**config.mk**
```make
export PLATFORM = sky130hd
export DESIGN_NAME = hazard_ctrl
export DESIGN_NICKNAME = d
export VERILOG_FILES = /design/src/rtl/riscv_pkg.sv /design/src/rtl/fwd_unit.sv /design/src/rtl/hazard_ctrl.sv
export SDC_FILE = /design/constraint.sdc
export NUM_CORES = 1
export LEC_CHECK = 0
export BUFFER_PORTS_ARGS = -buffer_cell sky130_fd_sc_hd__buf_2
export CAP_MARGIN = 10
export CORE_MARGIN = 2
export CORE_UTILIZATION = 40
export CTS_CLUSTER_DIAMETER = 100
export DETAILED_ROUTE_END_ITERATION = 8
export GPL_TIMING_DRIVEN = 0
export PLACE_DENSITY_LB_ADDON = 0.1
export SLEW_MARGIN = 30
export SYNTH_ARGS = -nofsm -noshare
export SYNTH_HDL_FRONTEND = slang
export SYNTH_HIERARCHICAL = 1
export SYNTH_SLANG_ARGS = --single-unit
export TNS_END_PERCENT = 10
```
**constraint.sdc**
```tcl
create_clock -name clk -period 4.95 [get_ports clk]
set_input_delay 0 -clock clk [delete_from_list [all_inputs] [get_ports clk]]
set_output_delay 0 -clock clk [all_outputs]
set_load 0.01 [all_outputs]
```
**src/rtl/riscv_pkg.sv**
```systemverilog
// Shared pipeline-control types: hazard FSM states, operand-forward selects
// and the register-match helper used by the forwarding and hazard logic.
package riscv_pkg;

   typedef enum logic [1:0] {
      RUN    = 2'd0,
      LSTALL = 2'd1,
      MWAIT  = 2'd2
   } state_e;

   localparam logic [1:0] FWD_RF  = 2'b00;
   localparam logic [1:0] FWD_MEM = 2'b01;
   localparam logic [1:0] FWD_WB  = 2'b10;

   // x0 is hard-wired to zero, so it can never produce or consume a hazard.
   function automatic logic reg_match(input logic [4:0] rs, input logic [4:0] rd, input logic wr);
      return wr && (rs != 5'd0) && (rs == rd);
   endfunction

endpackage

```
**src/rtl/fwd_unit.sv**
```systemverilog
// Per-operand forward select: MEM result beats WB result, register file otherwise.
module fwd_unit
   import riscv_pkg::*;
(
   input  logic [4:0] rs,
   input  logic [4:0] mem_rd,
   input  logic       mem_reg_wr,
   input  logic [4:0] wb_rd,
   input  logic       wb_reg_wr,
   output logic [1:0] fwd_sel
);

   always_comb begin
      fwd_sel = FWD_RF;
      if (reg_match(rs, mem_rd, mem_reg_wr)) begin
         fwd_sel = FWD_MEM;
      end else if (reg_match(rs, wb_rd, wb_reg_wr)) begin
         fwd_sel = FWD_WB;
      end
   end

endmodule

```
**src/rtl/hazard_ctrl.sv**
```systemverilog
// Pipeline hazard controller: forwarding selects, load-use bubble, memory-wait stall, branch flush.
// Define FORWARDING_EN to forward from MEM/WB; without it every RAW match stalls until it drains.
module hazard_ctrl
   import riscv_pkg::*;
#(
   parameter int MWAIT_MAX = 255,
   parameter int CNT_W     = 16
) (
   input  logic             clk,
   input  logic             rst_n,
   input  logic [4:0]       id_rs1,
   input  logic [4:0]       id_rs2,
   input  logic [4:0]       ex_rd,
   input  logic             ex_reg_wr,
   input  logic             ex_is_load,
   input  logic [4:0]       mem_rd,
   input  logic             mem_reg_wr,
   input  logic [4:0]       wb_rd,
   input  logic             wb_reg_wr,
   input  logic             br_taken,
   input  logic             dmem_req,
   input  logic             dmem_ack,
   output logic             stall_if,
   output logic             stall_id,
   output logic             stall_ex,
   output logic             stall_mem,
   output logic             flush_id,
   output logic             flush_ex,
   output logic [1:0]       fwd_a,
   output logic [1:0]       fwd_b,
   output logic [CNT_W-1:0] stall_cnt,
   output logic             err_timeout,
   output state_e           dbg_state
);

   localparam int WCW = $clog2(MWAIT_MAX + 1);
   localparam logic [WCW-1:0] WAIT_LIM = WCW'(MWAIT_MAX);

   state_e           state_q, state_d;
   logic [WCW-1:0]   wait_q, wait_d;
   logic [CNT_W-1:0] cnt_q, cnt_d;
   logic             err_q, err_d;

   logic       stall_fe, stall_be, flush_id_c, flush_ex_c;
   logic       hazard, mem_wait;
   logic [1:0] fwd_a_c, fwd_b_c;

   fwd_unit u_fwd_a (
      .rs         (id_rs1),
      .mem_rd     (mem_rd),
      .mem_reg_wr (mem_reg_wr),
      .wb_rd      (wb_rd),
      .wb_reg_wr  (wb_reg_wr),
      .fwd_sel    (fwd_a_c)
   );

   fwd_unit u_fwd_b (
      .rs         (id_rs2),
      .mem_rd     (mem_rd),
      .mem_reg_wr (mem_reg_wr),
      .wb_rd      (wb_rd),
      .wb_reg_wr  (wb_reg_wr),
      .fwd_sel    (fwd_b_c)
   );

   assign mem_wait = dmem_req & ~dmem_ack;

`ifdef FORWARDING_EN
   // Only a load in EX cannot be forwarded in time; everything else is bypassed.
   assign hazard = reg_match(id_rs1, ex_rd, ex_is_load) | reg_match(id_rs2, ex_rd, ex_is_load);
   assign fwd_a  = rst_n ? fwd_a_c : FWD_RF;
   assign fwd_b  = rst_n ? fwd_b_c : FWD_RF;
`else
   // A forward-select hit is reused as the MEM/WB RAW detector; a load always writes.
   assign hazard = reg_match(id_rs1, ex_rd, ex_reg_wr | ex_is_load)
                 | reg_match(id_rs2, ex_rd, ex_reg_wr | ex_is_load)
                 | (fwd_a_c != FWD_RF) | (fwd_b_c != FWD_RF);
   assign fwd_a  = FWD_RF;
   assign fwd_b  = FWD_RF;
`endif

   always_comb begin
      state_d    = state_q;
      stall_fe   = 1'b0;
      stall_be   = 1'b0;
      flush_id_c = 1'b0;
      flush_ex_c = 1'b0;
      case (state_q)
         RUN: begin
            flush_id_c = br_taken;
            flush_ex_c = br_taken;
            if (mem_wait) begin
               state_d = MWAIT;
            end else if (hazard && !br_taken) begin
               stall_fe   = 1'b1;
               flush_ex_c = 1'b1;
`ifdef FORWARDING_EN
               state_d    = LSTALL;
`endif
            end
         end
         LSTALL: begin
            flush_id_c = br_taken;
            flush_ex_c = br_taken;
            state_d    = RUN;
         end
         MWAIT: begin
            stall_fe = 1'b1;
            stall_be = 1'b1;
            if (dmem_ack) begin
               state_d = RUN;
            end
         end
         default: state_d = RUN;
      endcase
   end

   assign stall_if  = rst_n & stall_fe;
   assign stall_id  = rst_n & stall_fe;
   assign stall_ex  = rst_n & stall_be;
   assign stall_mem = rst_n & stall_be;
   assign flush_id  = rst_n & flush_id_c;
   assign flush_ex  = rst_n & flush_ex_c;

   // wait_q holds the number of MWAIT cycles already completed in this wait.
   always_comb begin
      wait_d = '0;
      if (state_q == MWAIT && state_d == MWAIT) begin
         wait_d = (wait_q == WAIT_LIM) ? wait_q : wait_q + 1'b1;
      end
      err_d = err_q | ((state_q == MWAIT) && (wait_q == WAIT_LIM));
      cnt_d = cnt_q;
      if (stall_if && (cnt_q != '1)) begin
         cnt_d = cnt_q + 1'b1;
      end
   end

   always_ff @(posedge clk or negedge rst_n) begin
      if (!rst_n) begin
         state_q <= RUN;
         wait_q  <= '0;
         cnt_q   <= '0;
         err_q   <= 1'b0;
      end else begin
         state_q <= state_d;
         wait_q  <= wait_d;
         cnt_q   <= cnt_d;
         err_q   <= err_d;
      end
   end

   assign stall_cnt   = cnt_q;
   assign err_timeout = err_q;
   assign dbg_state   = state_q;

endmodule

```
-- Word level (Yosys, flattened, before mapping)
Cells that the tools add are included.
- muxes and demuxes: 17
- reductions and logical operators: 23
- eq/ne operators: 12
- bitwise gates (word level): 11
- add/subtract/negate cells: 2
- operators with widths (cell ; number):
    $eq 5x5->1 ; 6
    $add 16x1->16 const B ; 1
    $logic_and 1x1->1 ; 16
    $mux 8 ; 2
    $ne 16x16->1 const B ; 1
    $mux 2 ; 6
    $reduce_bool 5->1 ; 2
    $add 8x1->8 const B ; 1
    $eq 8x8->1 const B ; 1
    $mux 1 ; 6
    $and 1x1->1 ; 5
    $or 1x1->1 ; 5
    $eq 2x2->1 const B ; 2
    $pmux 1 s2 ; 2
    $pmux 2 s2 ; 1
    $reduce_bool 2->1 ; 2
    $eq 2x1->1 const B ; 1
    $logic_not 2->1 ; 1
    $ne 2x2->1 const B ; 1
    $reduce_or 2->1 ; 1
    $logic_not 1->1 ; 1
    $not 1->1 ; 1
- output and inout bits: 29
- input bits: 34
- word-level logic and storage cells: 69
- register bits after elaboration: 27

-- Longest topological paths before layout
Gate-level depths: netlist of the first run.
- depth after elaboration: 14
- gate-level depth with buffers: 9

-- Hierarchy
The synthesis of the first run kept the hierarchy.
- modules (own cells, without submodules) (module ; cells each ; sequential area each (um^2) ; area an instance (um^2) ; instances):
    hazard_ctrl ; 158 ; 675.6 ; 1659.1 ; 1
    fwd_unit ; 18 ; 0.0 ; 138.9 ; 2

-- Worst setup path after synthesis of the first run
No wires, ideal clock.
- path kind: input port to flip-flop
- start: in id_rs1[1]
- end: reg cnt_q[1], in the netlist stall_cnt[1]
- data required time: 4825 ps
- stages on the path: 9
- library setup time: 125 ps
- path slack: 2611 ps
- arrival time: 2214 ps
- path through: or4_1 > nor2_1 > and3b_1 > or4_1 > a31oi_1 > a21o_4 > buf_6 > a21oi_1 > mux2_2
- elaborated cells on any way between the ends: 22
- RTL lines (what ; RTL line ; source):
    start, declared ; hazard_ctrl.sv:11 ; input logic [4:0] id_rs1,
    $reduce_bool 5->1 ; riscv_pkg.sv:17 ; return wr && (rs != 5'd0) && (rs == rd);
    $logic_and 1x1->1 ; riscv_pkg.sv:17 ;
    $logic_and 1x1->1 (*) ; riscv_pkg.sv:17 ;
    $mux 2 (*) ; fwd_unit.sv:15 ; if (reg_match(rs, mem_rd, mem_reg_wr)) begin
    net fwd_a_c[0] ; hazard_ctrl.sv:46 ; logic [1:0] fwd_a_c, fwd_b_c;
    $reduce_bool 2->1 (*) ; hazard_ctrl.sv:77 ; | (fwd_a_c != FWD_RF) | (fwd_b_c != FWD_RF);
    $or 1x1->1 (*) (2 in series) ; hazard_ctrl.sv:77 ;
    $logic_and 1x1->1 (*) ; hazard_ctrl.sv:94 ; end else if (hazard && !br_taken) begin
    $mux 1 (*) ; hazard_ctrl.sv:94 ;
    $mux 1 (*) ; hazard_ctrl.sv:92 ; if (mem_wait) begin
    $pmux 1 s2 (*) ; hazard_ctrl.sv:88 ; case (state_q)
    $and 1x1->1 (*) ; hazard_ctrl.sv:118 ; assign stall_if = rst_n & stall_fe;
    $logic_and 1x1->1 (*) ; hazard_ctrl.sv:133 ; if (stall_if && (cnt_q != '1)) begin
    end signal, assigned ; hazard_ctrl.sv:147 ; cnt_q <= cnt_d;
    end, declared ; hazard_ctrl.sv:41 ; logic [CNT_W-1:0] cnt_q, cnt_d;
Mark *: on every way through the listed nets, which the timed path passes. The rest lies on a longest branch.
A chain may end at the register's enable or synchronous reset.

-- Worst setup path in the final report of the first run
- start: in id_rs1[1]
- end: out stall_if
- elaborated cells on any way between the ends: 21
- RTL lines (what ; RTL line ; source):
    $reduce_bool 5->1 ; riscv_pkg.sv:17 ;
    $logic_and 1x1->1 ; riscv_pkg.sv:17 ;
    $logic_and 1x1->1 (*) ; riscv_pkg.sv:17 ;
    $mux 2 (*) ; fwd_unit.sv:15 ;
    net fwd_a_c[0] ; hazard_ctrl.sv:46 ;
    $reduce_bool 2->1 (*) ; hazard_ctrl.sv:77 ;
    $or 1x1->1 (*) (2 in series) ; hazard_ctrl.sv:77 ;
    $logic_and 1x1->1 (*) ; hazard_ctrl.sv:94 ;
    $mux 1 (*) ; hazard_ctrl.sv:94 ;
    $mux 1 (*) ; hazard_ctrl.sv:92 ;
    $pmux 1 s2 (*) ; hazard_ctrl.sv:88 ;
    $and 1x1->1 (*) ; hazard_ctrl.sv:118 ;
    end, declared ; hazard_ctrl.sv:23 ; output logic stall_if,
Marked as above.

==> flow_metrics.env, run 1 <==
export IMPL_synthSimpleGateAreaFrac_pct=20.8
export IMPL_pre_cts_ws_ns=2.25
export IMPL_pwr_share_clk_pct=25.5
export IMPL_rsz0062_at_grt="false"
export IMPL_p_per_area_mw_per_mm2=211
export IMPL_path_class="in -> out"
export IMPL_first_global_vias=1515
export IMPL_finalHoldViolCount=0
export IMPL_final_min_clock_period_ns=2.53
export IMPL_drc=0
export IMPL_dr_total_vias=1646
export IMPL_syn_area_mm2=0.00194
export IMPL_die_h_um=73.6
export IMPL_areaGrowthSynthToFinish_pct=23.2
export IMPL_fin_tns_setup_ns=0
export IMPL_drtIter0Drc=82
export IMPL_numPortBuffers=58
export IMPL_seq_power_share_pct=51.0
export IMPL_ys_types=45
export IMPL_crit_fanout=10
export IMPL_hold_path_class="in -> async"
export IMPL_ctsResizeCount=0
export IMPL_comb_power_share_pct=23.5
export IMPL_overflow=0
export IMPL_p_sw_mw=0.153
export IMPL_slew_headroom_pct=55.2
export IMPL_ys_seq_elements=27
export IMPL_ir_worst_vdd_uv=184
export IMPL_ant_nets=0
export IMPL_crit_path_start_kind="input port"
export IMPL_synth_top_area_cell="dfrtp_1"
export IMPL_htreeDepth=1
export IMPL_fp_dieArea_mm2=0.00541
export IMPL_rows=25
export IMPL_numCtsBuffers=3
export IMPL_antenna_found_initial=0
export IMPL_core_mm2=0.00469
export IMPL_vias_per_cell=5.19
export IMPL_cts_path_max_buffers=2
export IMPL_internal_power_mw=0.350
export IMPL_synth_mux_area_share_pct=2.26
export IMPL_nets=300
export IMPL_clockRootBuffer="clkbuf_8"
export IMPL_tightest_slew_ns=0.671
export IMPL_synthTopCellsByCount="dfrtp_1 (27), xor2_1 (25), xnor2_1 (18)"
export IMPL_maxSlewViolCount=0
export IMPL_critPathArrivalTime_ns=2.53
export IMPL_fmax_mhz=396
export IMPL_setup_ws_ns=2.42
export IMPL_pin_count=63
export IMPL_gp_routability_congestion=0.818
export IMPL_clock_sinks=27
export IMPL_drv_cap=0
export IMPL_p_leak_nw=1.14
export IMPL_grt_pass1_wl_um=7260
export IMPL_synth_top_cell_area_share_pct=34.9
export IMPL_synth_edf_count=0
export IMPL_diodes=0
export IMPL_synth_warnings=6
export IMPL_grt_use_total_pct=17.1
export IMPL_synthTopCellsByArea="dfrtp_1 (35%), xor2_1 (11%), xnor2_1 (8.1%), a2111oi_4 (4.3%), buf_4 (2.7%)"
export IMPL_clock_skew_final_ns=0.00423
export IMPL_die_w_um=73.6
export IMPL_async_flop_share_pct=100
export IMPL_end_kind="primary output"
export IMPL_grt_max_degree=32
export IMPL_initial_core_util_pct=41.3
export IMPL_routedWlPerCell_um=13.8
export IMPL_cts_setup_buffers=0
export IMPL_synthAdderAreaFrac_pct=1.29
export IMPL_postSynthCellCount=194
export IMPL_dp_hpwl_um=3280
export IMPL_syn_avg_cell_area_um2=9.98
export IMPL_status="completed"
export IMPL_synth_most_common_cell="dfrtp_1"
export IMPL_drt_wl_total_um=4380
export IMPL_synthXorXnorAreaFrac_pct=19.4
export IMPL_setup_viol=0
export IMPL_finalCritPeriodShare_pct=51.0
export IMPL_total_power_mw=0.503
export IMPL_p_sw_share_pct=30.4
export IMPL_path_clk_slew_ns=0.09
export IMPL_clock_latency_ns=0.27
export IMPL_required_ns=4.95
export IMPL_fillers=471
export IMPL_yosysSeqAreaShare_pct=34.9
export IMPL_cts_tree="done"
export IMPL_first_pass_iters=4
export IMPL_synthFlopType="dfrtp_1"
export IMPL_synth_compound_area_share_pct=16.7
export IMPL_synth_top_family_by_area="simple AND/OR/NAND/NOR gates"
export IMPL_drive_gt1_share_pct=31.6
[power by group through the flow]
stage	clock [mW]	sequential, mW	combinational, mW
after CTS	0.134	0.257	0.119
after global routing	0.141	0.259	0.132
final	0.128	0.257	0.118
after global placement	0	0.261	0.116
after detailed placement	0	0.262	0.117
after floorplan	0	0.267	0.0561
[kinds of logic after synthesis]
kind of cell    Yosys count
simple gates             71
xor+xnor                 43
compound gates           32
flops                    27
buf+inv                  14
mux                       4
fa+ha+maj                 2
other cells               1
[registers in the layout, indices dropped and copies added (netlist names)]
register / cells
dbg_state: 2
stall_cnt: 16
wait_q: 8
err_timeout: 1
[worst max-delay path, cell delays in order]
cell     delay (ns)
buf_2          0.15
or4_1          0.52
nor2_1         0.14
and3b_1        0.20
or4_1          0.51
a31oi_1        0.24
a21o_4         0.22
buf_6          0.18
nand2_1        0.08
buf_4          0.16
buf_2          0.13
[path summary, 6_finish.rpt]
check / cells after the start / slack [ns] / from / end
setup reg to reg: 6 / 2.68 / stall_cnt[0] / stall_cnt[1]
min in group clk: 5 / 0.36 / br_taken / stall_cnt[7]
hold reg to reg: 1 / 0.50 / err_timeout / err_timeout
hold / removal: 2 / 0.30 / rst_n / dbg_state[1]
setup / recovery: 11 / 2.42 / id_rs1[1] / stall_if
max in group asynchronous: 2 / 4.22 / rst_n / stall_cnt[13]
[layer usage]
layer / wire, µm / global-route usage [%] / up-vias
li1: - / - / 838
met1: 2170 / 24.1 / 764
met2: 1960 / 26.7 / 42
met3: 222 / 3.29 / 2
met4: 29 / 5.05 / 0
met5: 0 / 0 / -
[layout by cell type (no fill, tap or decap), types with 2 or more instances in the layout]
cell type	instances
a2111oi_0	2
a2111oi_1	3
a2111oi_2	3
a2111oi_4	3
a211oi_1	4
a21oi_1	6
and2_1	2
and3_1	3
and3b_1	3
and4_1	2
buf_2	58
buf_4	7
clkbuf_1	2
clkbuf_8	3
conb_1	5
dfrtp_1	27
dlygate4sd3_1	3
ha_1	2
inv_1	4
mux2_2	3
nand2_1	11
nand2b_1	3
nand3_1	10
nand4_1	5
nor2_1	14
nor2b_1	2
nor3_1	2
nor4_1	3
o21ai_0	4
or4_1	4
xnor2_1	18
xor2_1	25
[stage by stage]
step                      hold slack, ns  cell area (µm²)  std cells  util, %
after global placement            0.0784             2310        310     49.2
after detailed placement          0.0848             2310        310     49.2
final                              0.298             2390        317     50.9
after global routing               0.369             2390        317     50.9
after CTS                          0.316             2390        317     50.9
after floorplan                   -0.296             1950        198        -
[timing repair]
action | in CTS | in global routing
hold endpoints to repair | 28 | 0
hold buffers | 3 | 0
setup endpoints to repair | 0 | 0
[final cells by class]
class	count	area (µm²)	share of cell area, %
inverter	4	15.0	0.629
timing repair buffer	61	320	13.4
buffer	10	71.3	2.99
tap	54	67.6	2.83
clock buffer	3	41.3	1.73
multi-input combinational	157	1190	49.9
clock inverter	1	5.00	0.210
sequential	27	676	28.3
(Power assumes the default switching activity.)
==> inputs of run 2 (changes only) <==
- ABC_AREA: unset -> 1
- clock period: 4.95 -> 2.1 ns (I/O delays scaled with it)
==> run 2 against run 1 <==
Effect of this change: sequential share of layout area shrank 4.9 points; worst setup slack lost 2.2 ns; wire length up 28%; critical path type unchanged; combinational power rose to 2.8 times the previous value; critical path depth is 4 higher; clock power rose to 2.5 times the previous value; sequential power is 130% higher; total power is 150% higher.
==> flow_metrics.env, run 2 <==
export IMPL_status="completed"
export IMPL_dp_cells=510
export IMPL_grt_max_degree=28
export IMPL_overflow=0
export IMPL_timing_rr_end="stall_cnt[2]"
export IMPL_cts_setup_buffers=0
export IMPL_hold_path_class="in -> async"
export IMPL_ys_seq_elements=27
export IMPL_final_common_cell="nand2_1"
export IMPL_largest_register_ffs=16
export IMPL_dr_total_vias=2369
export IMPL_setup_viol=0
export IMPL_maxSlewViolCount=0
export IMPL_synth_warnings=6
export IMPL_clock_latency_ns=0.28
export IMPL_pin_count=63
export IMPL_die_w_um=81.3
export IMPL_fin_tns_setup_ns=0
export IMPL_gp_routability_congestion=0.830
export IMPL_drt_wl_total_um=5630
export IMPL_synthTopCellsByCount="nand2_1 (113), inv_1 (61), nor2_1 (42)"
export IMPL_fmax_mhz=544
export IMPL_initial_core_util_pct=40.8
export IMPL_final_cell_mix="nand2_1 (113), inv_1 (61), buf_2 (59)"
export IMPL_path_class="in -> out"
export IMPL_ant_nets=0
export IMPL_antenna_found_initial=0
export IMPL_rrSetupSlack_ns=0.35
export IMPL_drive_gt1_share_pct=25.7
export IMPL_rows=28
export IMPL_ir_worst_vdd_uv=309
export IMPL_crit_fanout=11
export IMPL_p_per_area_mw_per_mm2=428
export IMPL_clock_sinks=27
export IMPL_ys_types=32
export IMPL_p_leak_nw=1.67
export IMPL_required_ns=2.10
export IMPL_vias_per_cell=4.57
export IMPL_fin_cells=518
export IMPL_rsz0062_at_grt="false"
export IMPL_clock_skew_final_ns=0.00604
export IMPL_synth_top_cell_area_share_pct=28.3
export IMPL_first_global_vias=2197
export IMPL_crit_path_start_kind="input port"
export IMPL_dp_hpwl_um=4500
export IMPL_finalHoldViolCount=0
export IMPL_numPortBuffers=58
export IMPL_die_h_um=81.3
export IMPL_critPathArrivalTime_ns=1.84
export IMPL_yosysSeqAreaShare_pct=28.3
export IMPL_cts_path_max_buffers=2
export IMPL_nets=480
export IMPL_total_power_mw=1.24
export IMPL_drc=0
export IMPL_cts_tree="done"
export IMPL_end_kind="primary output"
export IMPL_htreeDepth=1
export IMPL_clockRootBuffer="clkbuf_8"
export IMPL_grt_use_total_pct=19.0
export IMPL_syn_area_mm2=0.00239
export IMPL_first_pass_iters=4
export IMPL_synth_top_area_cell="dfrtp_1"
export IMPL_path_clk_slew_ns=0.10
export IMPL_fp_dieArea_mm2=0.00660
export IMPL_drv_cap=0
export IMPL_synth_most_common_cell="nand2_1"
export IMPL_utilization_pct=49.3
export IMPL_drtIter0Drc=67
export IMPL_async_flop_share_pct=100
export IMPL_rr_startpoint="stall_cnt[0]"
export IMPL_synthFlopType="dfrtp_1"
export IMPL_finalCritPeriodShare_pct=87.5
export IMPL_routedWlPerCell_um=10.9
export IMPL_synth_edf_count=0
export IMPL_grt_pass1_wl_um=9830
export IMPL_worstRegToRegCells=7
export IMPL_areaGrowthSynthToFinish_pct=20.9
export IMPL_syn_avg_cell_area_um2=6.40
export IMPL_core_mm2=0.00585
export IMPL_diodes=0
export IMPL_postSynthCellCount=373
export IMPL_synthTopCellsByArea="dfrtp_1 (28%), nand2_1 (18%), inv_1 (9.6%), nor2_1 (6.6%), nand3_1 (6.3%)"
export IMPL_numCtsBuffers=3
export IMPL_final_min_clock_period_ns=1.84
==> run 2: worst max path at each step <==
stage                       from            end  slack, ns  depth (start not counted)
floorplan           stall_cnt[0]   stall_cnt[9]       0.52                          7
global placement       id_rs1[3]  stall_cnt[10]       0.24                         15
detailed placement     id_rs1[3]  stall_cnt[10]       0.24                         15
CTS                    id_rs1[3]       stall_if       0.25                         15
global route           id_rs1[3]       stall_if       0.10                         15
finish                 id_rs1[0]       stall_if       0.26                         15
==> run 2: worst max-delay path, cell delays in order <==
cell	delay [ns]
buf_2	0.13
inv_2	0.04
nand2_1	0.05
nand2_1	0.04
nor2_1	0.14
nand2_1	0.08
nor2_2	0.18
nor2_1	0.10
nor4_4	0.31
nand3_2	0.13
nand2_2	0.09
nand2_4	0.10
buf_4	0.19
buf_4	0.13
buf_2	0.12
==> run 2: final cells by class <==
type | count | area [µm²]
multi-input cells | 273 | 1390
well taps | 75 | 93.8
clock buffers | 3 | 41.3
inverters | 68 | 255
flip-flops and latches | 27 | 676
repair buffers | 62 | 340
clock inverters | 1 | 7.51
plain buffers | 9 | 77.6
fillers | 616 | 2970
==> run 2: logic make-up after synthesis <==
logic type      Yosys count  share of synthesized area, %
other cells               1                         0.157
simple gates            233                          46.1
flops                    27                          28.3
compound gates           15                          3.88
buf+inv                  77                          13.9
xor+xnor                 18                          6.60
fa+ha+maj                 2                          1.05
==> run 2: what timing repair did <==
| action | in CTS | in global routing |
|---|---|---|
| endpoints found under the setup margin | 0 | 0 |
| hold buffers | 4 | 0 |
| hold endpoints to repair | 28 | 0 |
| gates resized for setup | 0 | 0 |
==> run 2: routing by layer <==
layer / part of all wire [%] / vias up / wire length (µm) / global-route usage (%)
met5: 0 / - / 0 / 0
met4: 0.18 / 0 / 10 / 3.22
met3: 5.7 / 2 / 321 / 3.33
met2: 45 / 56 / 2520 / 31.6
met1: 49 / 1043 / 2770 / 26.2
li1: - / 1268 / - / -
==> run 2: per-stage QoR <==
stage / area [µm²] / hold WS [ns] / setup slack [ns]
detailed placement: 2790 / 0.0640 / 0.243
global placement: 2790 / 0.0601 / 0.239
global route: 2890 / 0.234 / 0.103
finish: 2890 / 0.202 / 0.263
floorplan: 2400 / -0.296 / 0.516
CTS: 2890 / 0.210 / 0.255
==> run 2: where the power goes <==
group | total (mW) | switching, mW | internal, mW | leakage, nW
logic | 0.330 | 0.193 | 0.137 | 1.28
registers | 0.585 | 0.0385 | 0.546 | 0.371
clock network | 0.321 | 0.185 | 0.135 | 0.0217
==> inputs of run 3 (changes only) <==
- BUFFER_PORTS_ARGS: -buffer_cell sky130_fd_sc_hd__buf_2 -> unset
- CORE_UTILIZATION: 40 -> 58
- DONT_BUFFER_PORTS: unset -> 1
==> run 3 against run 2 <==
Effect of this change: worst setup slack worse by 0.023 ns; core utilization increased by 15 points; first-iteration DRC count increased by 54%; sequential share of layout area increased by 2.9 points; hold slack got worse by 0.13 ns; die area shrank 30%; wire length is 7.7% lower; design area fell by 11%; non-clock buffer count fell by 58; largest power group unchanged.
==> flow_metrics.env, run 3 (synthesized netlist as in run 2, its figures left out) <==
export IMPL_areaGrowthSynthToFinish_pct=7.49
export IMPL_p_leak_nw=1.41
export IMPL_numCtsBuffers=3
export IMPL_pin_count=63
export IMPL_grt_pass1_wl_um=8910
export IMPL_drc=0
export IMPL_cts_setup_buffers=0
export IMPL_grt_max_degree=28
export IMPL_seq_power_share_pct=52.5
export IMPL_crit_chain="nor2_1, inv_2, nor2_2, inv_2, nand2_4, buf_4, buf_4"
export IMPL_end_kind="primary output"
export IMPL_crit_family="simple AND/OR/NAND/NOR gates"
export IMPL_crit_path_top_delay_cell="dfrtp_1"
export IMPL_cp_depth=7
export IMPL_p_sw_share_pct=31.9
export IMPL_final_common_cell="nand2_1"
export IMPL_top_usage_layer="met2"
export IMPL_final_min_clock_period_ns=1.86
export IMPL_clock_latency_ns=0.28
export IMPL_p_per_area_mw_per_mm2=445
export IMPL_htreeDepth=1
export IMPL_p_sw_mw=0.365
export IMPL_routedWlPerCell_um=11.9
export IMPL_maxSlewViolCount=0
export IMPL_core_mm2=0.00397
export IMPL_antenna_found_initial=0
export IMPL_die_w_um=68.2
export IMPL_dp_cells=427
export IMPL_diodes=0
export IMPL_internal_power_mw=0.778
export IMPL_timing_rr_end="stall_cnt[3]"
export IMPL_initial_core_util_pct=60.1
export IMPL_vias_per_cell=4.97
export IMPL_ant_nets=0
export IMPL_path_buf_inv=4
export IMPL_path_class="reg -> out"
export IMPL_fin_tns_setup_ns=0
export IMPL_clock_skew_final_ns=0.00218
export IMPL_dp_hpwl_um=4120
export IMPL_rrSetupSlack_ns=0.25
export IMPL_drv_cap=0
export IMPL_drive_gt1_share_pct=14.8
export IMPL_setup_viol=0
export IMPL_rows=23
export IMPL_nets=422
export IMPL_first_global_vias=2068
export IMPL_path_clk_slew_ns=0.10
export IMPL_crit_fanout=11
export IMPL_finalHoldViolCount=0
export IMPL_clockRootBuffer="clkbuf_8"
export IMPL_hold_path_class="in -> reg"
export IMPL_worstSetupStartpoint="dbg_state[0]"
export IMPL_finalCritPeriodShare_pct=88.6
export IMPL_clock_sinks=27
export IMPL_rsz0062_at_grt="false"
export IMPL_crit_path_start_kind="flop"
export IMPL_ir_worst_vdd_uv=471
export IMPL_required_ns=2.10
export IMPL_comb_power_share_pct=20.4
export IMPL_critPathMaxStageDelay_ns=0.49
export IMPL_final_cell_mix="nand2_1 (113), inv_1 (61), nor2_1 (41)"
export IMPL_pwr_share_clk_pct=27.1
export IMPL_critPathArrivalTime_ns=1.86
export IMPL_status="completed"
export IMPL_fp_dieArea_mm2=0.00465
export IMPL_cp_endpoint="stall_if"
export IMPL_cts_path_max_buffers=2
export IMPL_die_h_um=68.2
export IMPL_drtIter0Drc=103
export IMPL_first_pass_iters=4
export IMPL_use_met3_pct=4.93
export IMPL_rr_startpoint="stall_cnt[0]"
export IMPL_grtUsageMet2_pct=42.7
export IMPL_fmax_mhz=538
export IMPL_overflow=0
export IMPL_gp_routability_congestion=0.857
export IMPL_grt_use_total_pct=25.3
export IMPL_drt_wl_total_um=5200
export IMPL_dr_total_vias=2160
export IMPL_cts_tree="done"
export IMPL_largest_register_ffs=16
export IMPL_total_power_mw=1.14
export IMPL_fin_cells=435
export IMPL_worstRegToRegCells=7
export IMPL_numPortBuffers=0
export IMPL_use_met1_pct=32.7
[run 3: cell count changes in the layout (fill, tap and decap cells not counted)]
cell | before | now
buf_2 | 59 | 1
nor2_2 | 5 | 6
nor2_1 | 42 | 41
[run 3: timing repair]
item / CTS / global route
gates resized for setup: 0 / 1
endpoints found under the hold margin: 33 / 0
endpoints found under the setup margin: 0 / 1
hold buffers: 4 / 0
[run 3: cell type report]
cell class / instances / area [µm²]
Multi-Input combinational cell: 273 / 1400
Inverter: 68 / 255
Buffer: 9 / 77.6
Fill cell: 381 / 1410
Sequential cell: 27 / 676
Timing Repair Buffer: 4 / 50.0
Clock inverter: 1 / 7.51
Clock buffer: 3 / 41.3
Tap cell: 50 / 62.6
[run 3: worst min path at each step]
stage	start	end	slack (ns)	cells past startpoint
2_1_floorplan	rst_n	dbg_state[0]	-0.30	0
3_3_place_gp	rst_n	dbg_state[1]	-0.29	0
3_5_place_dp	rst_n	dbg_state[1]	-0.29	0
4_1_cts	br_taken	stall_cnt[14]	0.08	5
5_1_grt	br_taken	stall_cnt[12]	0.1	5
6_report	br_taken	stall_cnt[14]	0.07	5
[run 3: metrics by stage]
stage,util (%),hold slack (ns),setup slack (ns),area (µm²)
after floorplan,-,-0.296,0.516,2400
after global placement,62.1,-0.295,0.286,2460
after detailed placement,62.1,-0.295,0.250,2460
after CTS,64.6,0.0758,0.0827,2560
after global routing,64.6,0.0984,0.101,2570
final,64.6,0.0730,0.240,2570
[run 3: per-layer routing]
metal / routed length, µm / share of wire, %
met5: 0 / 0
met4: 88 / 1.7
met3: 326 / 6.3
met2: 2410 / 46
met1: 2370 / 46
[run 3: power groups by stage]
stage	logic, mW	clock network (mW)	registers, mW
2_1_floorplan	0.182	0	0.599
3_3_place_gp	0.205	0	0.610
3_5_place_dp	0.212	0	0.610
4_1_cts	0.233	0.314	0.600
5_1_grt	0.278	0.337	0.605
6_report	0.234	0.310	0.600
[run 3: worst reg2reg max path: cells and delay by family (launching register included)]
kind                     cells  cell delay (ns)
buffers and inverters        1             0.25
flip-flops                   1             0.47
adder cells (fa/ha/maj)      1             0.30
AND/OR/NAND/NOR              5             0.74
